### config.mk
export PLATFORM = sky130hd
export DESIGN_NAME = serial_rho_stream_flat
export DESIGN_NICKNAME = d
export VERILOG_FILES = /design/src/rtl/serial_rho_stream_if.sv /design/src/rtl/serial_rho_stream.sv /design/src/flat_wrapper.sv
export SDC_FILE = /design/constraint.sdc
export NUM_CORES = 1
export LEC_CHECK = 0
export ABC_AREA = 0
export BUFFER_PORTS_ARGS = -buffer_cell sky130_fd_sc_hd__buf_2
export CORE_ASPECT_RATIO = 0.6
export CORE_MARGIN = 3
export CORE_UTILIZATION = 53
export DETAILED_ROUTE_END_ITERATION = 12
export GPL_ROUTABILITY_DRIVEN = 0
export PLACE_DENSITY = 0.74
export SLEW_MARGIN = 20
export SYNTH_ARGS = -nofsm -noshare
export SYNTH_HDL_FRONTEND = slang
export SYNTH_SLANG_ARGS = --single-unit
### constraint.sdc
create_clock -name clk -period 2.3 [get_ports clk]
set_input_delay 0.575 -clock clk [delete_from_list [all_inputs] [get_ports clk]]
set_output_delay 0.575 -clock clk [all_outputs]
set_load 0.005 [all_outputs]
### src/rtl/serial_rho_stream_if.sv
// Column stream bundle for serial_rho_stream: input/output valid-ready pairs plus status.
// The slave modport is the rho block; the master modport is its surrounding datapath.
interface serial_rho_stream_if #(
    parameter int unsigned COLUMN_SIZE = 32
) ();
    logic                   in_valid;
    logic                   in_ready;
    logic [COLUMN_SIZE-1:0] in_col;
    logic                   out_valid;
    logic                   out_ready;
    logic [COLUMN_SIZE-1:0] out_col;
    logic                   out_last;
    logic                   busy;

    modport slave (
        input  in_valid, in_col, out_ready,
        output in_ready, out_valid, out_col, out_last, busy
    );

    modport master (
        output in_valid, in_col, out_ready,
        input  in_ready, out_valid, out_col, out_last, busy
    );
endinterface

### src/rtl/serial_rho_stream.sv
// Column-serial SWAN rho layer: buffers one half-state while XOR-accumulating it, then emits
// each column as the total XOR with that column's own contribution cancelled out.
module serial_rho_stream #(
    parameter int unsigned COLUMN_SIZE = 32,
    parameter int unsigned COLUMNS     = 4,
    parameter int unsigned IDX_W       = $clog2(COLUMNS)
) (
    input logic                 clk,
    input logic                 rst_n,
    serial_rho_stream_if.slave  io_rho
);

    if ((COLUMNS < 2) || ((COLUMNS % 2) != 0)) begin : g_bad_columns
        $error("serial_rho_stream: COLUMNS must be even and at least 2");
    end

    localparam logic [IDX_W-1:0] LastIdx = IDX_W'(COLUMNS - 1);

    typedef enum logic {StLoad, StEmit} state_e;

    state_e                 r_state;
    state_e                 w_state_nxt;
    logic [IDX_W-1:0]       r_idx;
    logic [IDX_W-1:0]       w_idx_nxt;
    logic [COLUMN_SIZE-1:0] r_acc;
    logic [COLUMN_SIZE-1:0] w_acc_nxt;
    logic [COLUMN_SIZE-1:0] r_col_buf [COLUMNS];
    logic                   r_in_ready;
    logic                   w_in_xfer;
    logic                   w_out_xfer;
    logic                   w_last;

    assign w_last     = (r_idx == LastIdx);
    assign w_in_xfer  = io_rho.in_valid & r_in_ready;
    assign w_out_xfer = (r_state == StEmit) & io_rho.out_ready;

    // in_ready is registered from the next state so it stays low through reset
    always_ff @(posedge clk or negedge rst_n) begin
        if (!rst_n) begin
            r_state    <= StLoad;
            r_idx      <= '0;
            r_acc      <= '0;
            r_in_ready <= 1'b0;
        end else begin
            r_state    <= w_state_nxt;
            r_idx      <= w_idx_nxt;
            r_acc      <= w_acc_nxt;
            r_in_ready <= (w_state_nxt == StLoad);
        end
    end

    always_ff @(posedge clk) begin
        if (w_in_xfer) begin
            r_col_buf[r_idx] <= io_rho.in_col;
        end
    end

    always_comb begin
        w_state_nxt = r_state;
        w_idx_nxt   = r_idx;
        w_acc_nxt   = r_acc;
        unique case (r_state)
            StLoad: begin
                if (w_in_xfer) begin
                    w_acc_nxt = r_acc ^ io_rho.in_col;
                    if (w_last) begin
                        w_idx_nxt   = '0;
                        w_state_nxt = StEmit;
                    end else begin
                        w_idx_nxt = r_idx + 1'b1;
                    end
                end
            end
            StEmit: begin
                if (w_out_xfer) begin
                    if (w_last) begin
                        w_idx_nxt   = '0;
                        w_acc_nxt   = '0;
                        w_state_nxt = StLoad;
                    end else begin
                        w_idx_nxt = r_idx + 1'b1;
                    end
                end
            end
            default: w_state_nxt = StLoad;
        endcase
    end

    always_comb begin
        io_rho.in_ready  = r_in_ready;
        io_rho.out_valid = (r_state == StEmit);
        io_rho.out_last  = (r_state == StEmit) & w_last;
        io_rho.busy      = (r_state == StEmit) | (r_idx != '0);
        io_rho.out_col   = '0;
        if (r_state == StEmit) begin
            // acc holds every column, so XOR with buf[idx] removes column idx
            io_rho.out_col = r_acc ^ r_col_buf[r_idx];
        end
    end

endmodule

### src/flat_wrapper.sv
// flat-port wrapper written by rule: the top's interface ports become plain ports
module serial_rho_stream_flat 
#(
    parameter int unsigned COLUMN_SIZE = 32,
    parameter int unsigned COLUMNS     = 4,
    parameter int unsigned IDX_W       = $clog2(COLUMNS)
)
  (clk, rst_n, io_rho_in_valid, io_rho_in_col, io_rho_out_ready, io_rho_in_ready, io_rho_out_valid, io_rho_out_col, io_rho_out_last, io_rho_busy);
  serial_rho_stream_if #(.COLUMN_SIZE(COLUMN_SIZE)) io_rho_i ();
  input logic clk;
  input logic rst_n;
  input wire logic [$bits(io_rho_i.in_valid)-1:0] io_rho_in_valid;
  input wire logic [$bits(io_rho_i.in_col)-1:0] io_rho_in_col;
  input wire logic [$bits(io_rho_i.out_ready)-1:0] io_rho_out_ready;
  output wire logic [$bits(io_rho_i.in_ready)-1:0] io_rho_in_ready;
  output wire logic [$bits(io_rho_i.out_valid)-1:0] io_rho_out_valid;
  output wire logic [$bits(io_rho_i.out_col)-1:0] io_rho_out_col;
  output wire logic [$bits(io_rho_i.out_last)-1:0] io_rho_out_last;
  output wire logic [$bits(io_rho_i.busy)-1:0] io_rho_busy;
  assign io_rho_i.in_valid = io_rho_in_valid;
  assign io_rho_i.in_col = io_rho_in_col;
  assign io_rho_i.out_ready = io_rho_out_ready;
  assign io_rho_in_ready = io_rho_i.in_ready;
  assign io_rho_out_valid = io_rho_i.out_valid;
  assign io_rho_out_col = io_rho_i.out_col;
  assign io_rho_out_last = io_rho_i.out_last;
  assign io_rho_busy = io_rho_i.busy;
  serial_rho_stream #(.COLUMN_SIZE(COLUMN_SIZE), .COLUMNS(COLUMNS), .IDX_W(IDX_W)) u_core (.clk(clk), .rst_n(rst_n), .io_rho(io_rho_i));
endmodule
**Yosys cells after proc, flatten, opt, wreduce, memory -nomap -nowiden**

Memories as Yosys holds them, arrays and structs flattened.
Index checks and enable logic that the tools add are counted.

- Mux-type cells: 16
- Reduce and logical (&&, ||, !) cells: 3
- Bitwise logic cells: 8
- Add/subtract/negate cells: 1
- Equality and inequality tests: 4

Operators by type and width:

| kind | number |
|---|---|
| $mux 32 | 4 |
| $pmux 32 s2 | 1 |
| $xor 32x32->32 | 2 |
| $mux 1 | 6 |
| $mux 2 | 3 |
| $ne 2x2->1 const B | 2 |
| $pmux 2 s2 | 1 |
| $and 1x1->1 | 3 |
| $reduce_and 3->1 | 1 |
| $add 2x1->2 const B | 1 |
| $eq 2x2->1 const B | 1 |
| $ne 2x1->1 const B | 1 |
| $not 1->1 | 2 |
| $pmux 1 s2 | 1 |
| $reduce_and 2->1 | 1 |
| $reduce_bool 2->1 | 1 |
| $or 1x1->1 | 1 |

- RAM bits: 128
- Flip-flop bits (word level): 36
- Output and inout bits: 36
- Word-level logic and storage cells: 37
- Memories kept: 1
- Input bits: 36

Memories:

| name | depth | bits a word | read ports | clocked after Yosys merged registers in | write ports | line | text |
|---|---|---|---|---|---|---|---|
| u_core.r_col_buf | 4 | 32 | 1 | 0 | 1 | serial_rho_stream.sv:27 | `logic [COLUMN_SIZE-1:0] r_col_buf [COLUMNS];` |

**Longest topological paths before layout**

Gate-level depths: netlist of run 1.

- Depth after elaboration: 5
- Depth in mapped cells: 6
- Mapped depth without buffers: 3

**Least setup slack after synthesis of run 1**

OpenSTA, ideal clock, no wires.

- Kind: register to register
- From: reg u_core.r_idx[0]
- To: mem u_core.r_col_buf[0][0], enable pin
- Arrival: 1,880 ps
- Cell stages (with the launch flop): 7
- Buffers on the path: 3
- Slack: 28 ps
- Clock period less this slack: 2,272 ps
- Cell sequence: dfrtp_1 > buf_6 > buf_8 > buf_6 > inv_1 > ha_1 > and3_1

RTL lines:

| what | line | text |
|---|---|---|
| from (decl) | serial_rho_stream.sv:23 | `logic [IDX_W-1:0] r_idx;` |
| from (signal assigned) | serial_rho_stream.sv:46 | `r_idx <= w_idx_nxt;` |
| to (decl) | serial_rho_stream.sv:27 |  |

No word-level cell before the write port.

**Worst setup path after layout of run 1**

- From: reg u_core.r_idx[0]
- To: out io_rho_out_col[28]

- Longest elaborated chain between the ends: 3

RTL lines:

| what | line | text |
|---|---|---|
| $mem_v2 4x32 | - |  |
| $xor 32x32->32 | serial_rho_stream.sv:97 | `io_rho.out_col = r_acc ^ r_col_buf[r_idx];` |
| $mux 32 | serial_rho_stream.sv:95 | `if (r_state == StEmit) begin` |
| to (decl) | flat_wrapper.sv:17 | `output wire logic [$bits(io_rho_i.out_col)-1:0] io_rho_out_col;` |

No other way between the ends.

==> summary.md, run 1 <==
| Metric | Value |
|---|---|
| Status | `finished, violations left` |
| Failing checks | `setup timing` |
| Fmax | `a little over 400 MHz` |
| Seq cells post-synth | `~160` |
| Final Slew Violations | `0` |
| CTS Root Cell | `clkbuf_16` |
| Clock Sinks | `164` |
| Worst Path Max Fanout | `7` |
| Logic depth of the worst setup path including buffers | `6` |
| Final worst-path setup slack | `-0.160 ns` |
| Fin crit share | `107%` |
| Cells after Synth | `about 480` |
| Pwr/cell area | `1370 mW/mm²` |
| I/O pins | `roughly 70` |
| # diodes | `0` |
| Slew @ Worst Pin | `~0.63 ns` |
| Startpoint types | `register` |
| Internal reg-to-reg setup slack | `~0.27 ns` |
| Number of port buffers | `between 70 and 80` |
| Origin of the worst setup path | `u_core.r_idx[0]` |
| Worst Path Required | `~1.7 ns` |
| Multi-input gate area | `0.00237 mm²` |
| Pin count of the biggest net entering global routing | `34` |
| CP Cell Sequence | `buf_12 > buf_16 > mux2i_2 > xor2_1 > o22ai_1 > buf_2` |
| Leak | `~0.0034 µW` |
| Sequential area share after synthesis | `65.9%` |
| Setup violators final | `32` |
| Worst Skew | `0.0102 ns` |
| WL per Instance | `about 21 µm` |
| Reg2Reg Depth | `7` |
| Detail Route Antenna Nets | `0` |
| Layout cells sized above 1 | `approximately 29%` |
| Initial antenna violation count | `3` |
| Total negative slack | `-3.45 ns` |
| Max Cap Viol | `0` |
| Peak supply drop | `between 0.0008 and 0.0009 V` |
| Synth area leaders | `edfxtp_1 (53%), dfrtp_1 (13%), xor2_1 (12%)` |
| TritonCTS buffer count | `17` |
| Ys Warns | `0` |
| DR iter-0 viols | `281` |
| Synth async-reset ratio | `between 20% and 30%` |
| Worst Setup Path Type | `register to output port` |
| Layout net count | `a little over 600` |
| Routed vias | `between 4000 and 5000` |
| Largest delay share family, worst path | `flip-flops` |
| Top FF cell, synth | `edfxtp_1` |
| 1st-pass router iterations | `4` |
| Via/cell ratio | `around 5.7` |
| Register area | `between 0.004 and 0.005 mm²` |
| Residual DRC | `0` |
| Endpoint class of the critical path | `output port` |
| Worst skew pair latency | `between 0.4 and 0.5 ns` |
| Fillers | `between 800 and 900` |
| Vias in the first global route | `4562` |
| Gr usage total | `approximately 22%` |
| GR Overflow Total | `0` |
| Pre-CTS setup slack | `around 0.28 ns` |
| DPL Wire Length | `between 9 and 10 mm` |
| Critical R2R Capture | `u_core.r_col_buf[3][21]` |
| Crit path time final | `between 2 and 2.5 ns` |
| Post-synth EDFFs | `between 100 and 150` |
| Htree depth | `4` |
| Arrival time at the worst endpoint | `between 1.5 and 2 ns` |
| Mapped cell area | `around 0.007 mm²` |
| Critical Path End | `io_rho_out_col[28]` |
| Most common cell in the netlist | `edfxtp_1` |
| Final hold viol count | `0` |
| Layout area overhead | `20.1%` |
| First-pass GRT wire length | `between 20 and 25 mm` |
| Synth area leader | `edfxtp_1` |
| Max_slew headroom | `57.9%` |
| Synth unique cells | `23` |
| Routed WL | `approximately 16 mm` |
| Worst-path clk slew | `0.06 ns` |
| Synth cell count leaders | `edfxtp_1 (128), xor2_1 (96), mux2i_1 (64)` |
| Worst reg2reg startpoint | `u_core.r_idx[0]` |
| Syn_nets | `roughly 520` |
| Core area | `~0.013 mm²` |
| Die area | `0.0151 mm²` |
| Initial standard-cell utilization of the core | `55.1%` |
| Buf/Inv on CP | `3` |
| Post-synth top area share | `between 50% and 60%` |
| CTS max path bufs | `2` |
| Rows | `32` |
| CP max stage cell | `dfrtp_4` |
| CP max stage delay | `approximately 0.56 ns` |
| Hold WS | `around 0.17 ns` |
| Hold WC Path Type | `input port to asynchronous set/reset pin` |
| Syn Area/Cell | `15.2 µm²` |
| RSZ-0062 raised after global routing | `true` |
| CTS tree | `yes` |
| Die Y | `approximately 96 µm` |
| Die W | `roughly 160 µm` |
[logic make-up (layout without fill, tap and decap cells)]
kind of cell,count (synthesis),after routing,share of synthesized area (%)
AOI/OAI and AO/OA,35,35,3.06
xor gates and xnor gates,96,96,11.7
adders and majority gates,5,5,0.869
buffers and inverters,32,138,2.75
DFF,164,164,65.9
muxes,66,66,9.21
and+or+nand+nor,77,77,6.52
[worst min-delay path by stage]
stage                                start                      to  slack (ns)  cells after the start
final                                rst_n        u_core.r_acc[25]        0.17                      1
after global routing                 rst_n        u_core.r_acc[25]        0.19                      1
after CTS                            rst_n        u_core.r_acc[22]        0.17                      1
after detailed placement  u_core.r_acc[11]        u_core.r_acc[11]        0.59                      2
after global placement    u_core.r_acc[24]        u_core.r_acc[24]        0.57                      2
after floorplan                      rst_n  u_core.io_rho.in_ready        0.28                      0
[registers in the layout, indices dropped and copies added, names as in the netlist]
name	count
u_core.io_rho.out_valid	1
u_core.io_rho.in_ready	1
u_core.r_idx	2
u_core.r_acc	32
u_core.r_col_buf	128
[stage by stage]
step	instance area (µm²)	total power [µW]	std cells	util, %
finish	8650	11800	751	66.2
floorplan	7200	7200	475	-
detailed placement	7820	8640	710	59.9
CTS	8570	11700	751	65.7
global placement	7820	8480	710	59.9
global route	8650	12500	751	66.2
[power by group]
group	leakage, µW	total, µW	switching [µW]	internal [µW]
clock	0.000254	2630	1130	1500
combinational	0.00153	4740	2410	2330
sequential	0.00160	4480	580	3900
[layout make-up]
class | count | share of cell area [%]
Timing Repair Buffer | 104 | 8.77
Sequential cell | 164 | 54.9
Clock buffer | 21 | 5.09
Multi-Input combinational cell | 279 | 27.5
Clock inverter | 11 | 1.22
Inverter | 2 | 0.0868
Tap cell | 170 | 2.46
[layer usage]
layer,up-vias,global-route usage [%],routed length (µm)
met1,2188,30.7,7180
met4,6,7.21,152
met2,133,34.9,7740
met3,16,6.42,1020
li1,1941,-,-
met5,-,0,28
[cell usage in the layout, fill, tap and decap left out, types with 4 or more instances in the layout]
cell type,instances
nand4b_1,32
nor2_1,33
clkbuf_16,17
nand2_1,4
clkbuf_1,4
mux2i_1,41
clkinvlp_4,4
edfxtp_1,128
buf_16,4
mux2i_2,23
buf_2,71
o22ai_1,31
buf_12,6
ha_1,4
and3_2,4
buf_4,23
dfrtp_1,35
xor2_1,96
[what timing repair did]
action,CTS,global route
setup endpoints to repair,32,33
hold buffers,0,0
cloned,4,0
resized for setup,13,20
setup buffers,5,0
pin swaps,10,4
Note: power is estimated with default switching activity, not from simulation.
==> inputs of run 2 (changes only) <==
- PLACE_DENSITY: 0.74 -> 0.79
==> run 2 against run 1 <==
The flow still finishes with violations (setup timing). Sequential share of layout area rose by 0.51 points. Design area fell by 0.91%. Non-clock buffer count fell by 1. Critical path depth did not move. Combinational power fell by 5.1%. Largest power group unchanged. First-iteration DRC count fell by 5.0%. Clock-buffer cell count did not move. Largest cell class unchanged. Final cell count did not move. Setup slack got worse by 0.013 ns. Maximum frequency fell by 0.54%.
==> summary.md, run 2 (same netlist as run 1, synthesis figures left out) <==
| Metric | Value |
|---|---|
| Pwr/cell area | `about 1300 mW/mm²` |
| Hold WS | `approximately 0.16 ns` |
| Register area | `0.00475 mm²` |
| Detail Route Antenna Nets | `0` |
| Vias in the first global route | `between 4000 and 5000` |
| 1st-pass router iterations | `4` |
| Max_slew headroom | `between 60% and 70%` |
| Most common cell after layout, fill and taps aside | `edfxtp_1` |
| WL per Instance | `20.9 µm` |
| Die W | `156 µm` |
| Htree depth | `4` |
| DPL Wire Length | `about 9.8 mm` |
| DR iter-0 viols | `~270` |
| Layout area overhead | `19.0%` |
| CP max stage delay | `between 0.5 and 0.6 ns` |
| First-pass GRT wire length | `24.3 mm` |
| Commonest non-fill, non-tap cells in the layout | `edfxtp_1 (128), xor2_1 (95), buf_2 (71)` |
| Leak | `about 0.0034 µW` |
| Final hold viol count | `0` |
| Worst Setup Path Type | `register to output port` |
| Via/cell ratio | `between 5 and 6` |
| Hold WC Path Type | `input port to asynchronous set/reset pin` |
| Fillers | `a little over 900` |
| Layout cells sized above 1 | `~28%` |
| CP max stage cell | `dfrtp_4` |
| Power, Total | `11500 µW` |
| Status | `finished, violations left` |
| Die area | `~0.015 mm²` |
| Cell Area, Placed | `slightly below 0.008 mm²` |
| Worst skew pair latency | `0.42 ns` |
| Initial antenna violation count | `1` |
| Die Y | `approximately 96 µm` |
| Failing checks | `setup timing` |
| Fin crit share | `108%` |
| Setup violators final | `32` |
| TritonCTS buffer count | `17` |
| CP Cell Sequence | `buf_6 > buf_12 > mux2i_1 > xor2_1 > o22ai_1 > buf_2` |
| CTS max path bufs | `2` |
| Crit path time final | `between 2 and 2.5 ns` |
| Largest register FFs | `approximately 130` |
| Worst Skew | `around 0.012 ns` |
| Worst Path Required | `approximately 1.7 ns` |
| I/O pins | `~70` |
| Worst Path Max Fanout | `9` |
| Multi-input gate area | `about 0.0024 mm²` |
| Layout net count | `slightly above 600` |
| Worst-path clk slew | `~0.06 ns` |
| GR Overflow Total | `0` |
| Pin count of the biggest net entering global routing | `35` |
| Gr usage total | `21.8%` |
| Arrival time at the worst endpoint | `between 1.5 and 2 ns` |
| Number of port buffers | `71` |
| Startpoint types | `register` |
| Final worst-path setup slack | `-0.173 ns` |
| Regs by FF count | `u_core.r_col_buf (128), u_core.r_acc (32), u_core.r_idx (2)` |
| Max Cap Viol | `0` |
| Util after Layout | `between 60 and 70%` |
| Post-CTS Hold Fix Bufs | `0` |
| Final Cell Area | `0.00857 mm²` |
| Endpoint class of the critical path | `output port` |
| Initial standard-cell utilization of the core | `between 50% and 60%` |
| Routed vias | `between 4000 and 5000` |
| Biggest register | `u_core.r_col_buf` |
| Routed WL | `around 16 mm` |
| Fmax | `just over 400 MHz` |
| CTS Root Cell | `clkbuf_16` |
| Peak supply drop | `between 0.0008 and 0.0009 V` |
| RSZ-0062 raised after global routing | `true` |
| Total negative slack | `-2.97 ns` |
| Final Slew Violations | `0` |
| Clock Sinks | `approximately 160` |
| Core area | `approximately 0.013 mm²` |
| Slew @ Worst Pin | `about 0.58 ns` |
| Residual DRC | `0` |
| Rows | `32` |
| CTS tree | `yes` |
[run 2: what timing repair did]
item | in CTS | in global routing
pin swaps | 21 | 9
setup endpoints to repair | 32 | 34
gates resized for setup | 19 | 21
cloned | 1 | 0
setup buffers | 8 | 0
[run 2: worst max-delay path: cells and delay by family, from the launching register on]
family          cells  cell delay (ns)
buf+inv             3             0.47
mux                 1             0.12
flops               1             0.54
xor+xnor            1             0.14
compound gates      1             0.21
[run 2: path summary, 6_finish.rpt]
kind / start / slack (ns) / cells past startpoint / endpoint
worst min-delay path: rst_n / 0.16 / 1 / u_core.r_acc[19]
worst max register to register: u_core.r_idx[0] / 0.38 / 5 / u_core.r_col_buf[0][20]
worst max-delay path: u_core.r_idx[0] / -0.17 / 6 / io_rho_out_col[15]
worst min register to register: u_core.r_acc[25] / 0.60 / 2 / u_core.r_acc[25]
max in group asynchronous: rst_n / 1.55 / 2 / u_core.io_rho.out_valid
min in group clk: io_rho_in_col[15] / 0.39 / 1 / u_core.r_col_buf[1][15]
[run 2: routing by layer]
| metal | part of all wire, % | vias up | track usage [%] |
|---|---|---|---|
| li1 | - | 1936 | - |
| met1 | 43 | 2179 | 29.0 |
| met2 | 47 | 161 | 34.6 |
| met3 | 7.4 | 27 | 5.97 |
| met4 | 2.0 | 2 | 8.45 |
| met5 | 0.045 | - | 0 |
[run 2: cell type report]
type | instances | area share, %
antenna | 1 | 0.0292
clock buffer | 21 | 5.26
clock inverter | 11 | 0.759
inverter | 2 | 0.0876
multi-input combinational | 279 | 28.0
sequential | 164 | 55.4
tap | 170 | 2.48
timing repair buffer | 103 | 7.97
[run 2: power by group]
group          switching, µW  internal [µW]  total, µW
clock network           1100           1390       2500
registers                586           3900       4480
logic                   2360           2140       4500
[run 2: per-stage QoR]
step           worst slack, ns  cells
6_report                -0.173    751
5_1_grt                 -0.265    750
4_1_cts                 -0.148    752
3_5_place_dp             0.201    713
3_3_place_gp             0.201    713
2_1_floorplan           0.0278    475
==> inputs of run 3 (changes only) <==
- clock period: 2.3 -> 2.13 ns (I/O delays scaled with it)
==> run 3 against run 2 <==
Clock-buffer cell count down 4. First-iteration DRC count grew 50%. Critical endpoint is now io_rho_out_col[3]. Power rose by 16%. Final cell count did not move. Wire length increased by 6.9%. Via count is 0.44% higher. Sequential power grew 8.0%. The flow still finishes with violations (setup timing). Setup slack got worse by 0.15 ns.
==> summary.md, run 3 (same netlist as run 1, synthesis figures left out) <==
| Metric | Value |
|---|---|
| Status | `finished, violations left` |
| Failing checks | `setup timing` |
| Final hold viol count | `0` |
| WL per Instance | `about 22 µm` |
| Max Cap Viol | `0` |
| Worst skew pair latency | `roughly 0.43 ns` |
| Worst Path Required | `1.60 ns` |
| Worst Setup Path Type | `register to output port` |
| Vias in the first global route | `4472` |
| Regs by FF count | `u_core.r_col_buf (128), u_core.r_acc (32), u_core.r_idx (2)` |
| CP Cell Sequence | `buf_16 > mux2i_2 > xor2_1 > o22ai_1 > buf_2` |
| Worst Path Max Fanout | `17` |
| Commonest non-fill, non-tap cells in the layout | `edfxtp_1 (128), xor2_1 (96), buf_2 (71)` |
| Peak supply drop | `approximately 0.00087 V` |
| Detail Route Antenna Nets | `0` |
| Htree depth | `4` |
| RSZ-0062 raised after global routing | `true` |
| Initial standard-cell utilization of the core | `55.1%` |
| Pin count of the biggest net entering global routing | `29` |
| Layout net count | `between 600 and 700` |
| Max_slew headroom | `52.8%` |
| CP max stage cell | `dfrtp_4` |
| Pwr/cell area | `approximately 1500 mW/mm²` |
| Die area | `0.0151 mm²` |
| Post-CTS Hold Fix Bufs | `0` |
| Number of port buffers | `71` |
| Worst Skew | `~0.012 ns` |
| Setup violators final | `34` |
| Final Slew Violations | `0` |
| DPL Wire Length | `~9.9 mm` |
| CTS Root Cell | `clkbuf_16` |
| Origin of the worst setup path | `u_core.r_idx[0]` |
| Largest register FFs | `approximately 130` |
| I/O pins | `72` |
| Gr usage total | `23.2%` |
| Layout area overhead | `21.7%` |
| Crit path time final | `approximately 2.5 ns` |
| Leak | `0.00344 µW` |
| Routed WL | `approximately 17 mm` |
| Hold WC Path Type | `input port to asynchronous set/reset pin` |
| Die Y | `96.3 µm` |
| CTS tree | `yes` |
| Fmax | `about 410 MHz` |
| Arrival time at the worst endpoint | `1.92 ns` |
| Clock Sinks | `roughly 160` |
| Final worst-path setup slack | `-0.327 ns` |
| TritonCTS buffer count | `17` |
| Core area | `around 0.013 mm²` |
| Biggest register | `u_core.r_col_buf` |
| # diodes | `0` |
| DR iter-0 viols | `400` |
| Startpoint types | `register` |
| First-pass GRT wire length | `roughly 26 mm` |
| CP max stage delay | `a little under 0.5 ns` |
| Die W | `roughly 160 µm` |
| 1st-pass router iterations | `6` |
| CTS max path bufs | `2` |
| Layout cells sized above 1 | `between 20 and 30%` |
| Routed vias | `~4300` |
| Pre-CTS setup slack | `~0.14 ns` |
| Residual DRC | `0` |
| Via/cell ratio | `about 5.8` |
| Endpoint class of the critical path | `output port` |
| Most common cell after layout, fill and taps aside | `edfxtp_1` |
| Initial antenna violation count | `1` |
| Worst reg2reg startpoint | `u_core.r_idx[0]` |
| Fin crit share | `115%` |
| Slew @ Worst Pin | `0.708 ns` |
| Power, Total | `between 10000 and 15000 µW` |
| Worst-path clk slew | `0.06 ns` |
| GR Overflow Total | `0` |
| Rows | `32` |
-- run 3: stage by stage --
step | area (µm²) | std cells | utilization (%) | hold slack [ns] | TNS, ns
after CTS | 8620 | 748 | 66.1 | 0.168 | -8.95
after detailed placement | 7840 | 711 | 60.0 | 0.589 | 0
after global placement | 7840 | 711 | 60.0 | 0.582 | 0
final | 8760 | 751 | 67.1 | 0.155 | -8.42
after global routing | 8760 | 751 | 67.1 | 0.192 | -11.49
after floorplan | 7200 | 475 | - | 0.237 | 0
-- run 3: final cells by class --
cell class / count / area [µm²]
clock inverters: 15 / 211
fillers: 923 / 4300
inverters: 2 / 7.51
clock buffers: 17 / 425
well taps: 170 / 213
repair buffers: 104 / 763
flip-flops and latches: 164 / 4750
multi-input cells: 279 / 2390
-- run 3: metal layers --
layer  vias to the layer above  routed length [µm]  track usage [%]
li1                       1944                   -                -
met1                      2203                7600             32.1
met2                       160                7860             36.4
met3                        15                1150             6.15
met4                         2                 126             6.92
met5                         -                  10                0
-- run 3: worst max-delay path, delay by kind of cell, from the launching register on --
family,cells,cell delay (ns)
AO/OA/AOI/OAI,1,0.12
XOR/XNOR,1,0.25
buffers and inverters,2,0.37
flip-flops,1,0.49
multiplexers,1,0.26
-- run 3: timing repair --
item	in CTS	in global routing
cloned	3	1
setup buffers	2	2
pin swaps	7	6
endpoints found under the setup margin	34	34
resized for setup	13	21
-- run 3: power by group --
part           internal [µW]  switching, µW  total [µW]
Clock                   2070           1230        3300
Sequential              4210            630        4840
Combinational           2480           2660        5140
-- run 3: path summary, 6_finish.rpt --
kind / to / slack (ns) / cells past startpoint
min reg2reg: u_core.r_acc[25] / 0.61 / 2
min in group clk: u_core.r_col_buf[0][25] / 0.34 / 1
max in group asynchronous: u_core.r_acc[0] / 1.39 / 2
min: u_core.r_acc[22] / 0.16 / 1
max: io_rho_out_col[3] / -0.33 / 5
max reg2reg: u_core.r_acc[18] / 0.14 / 6
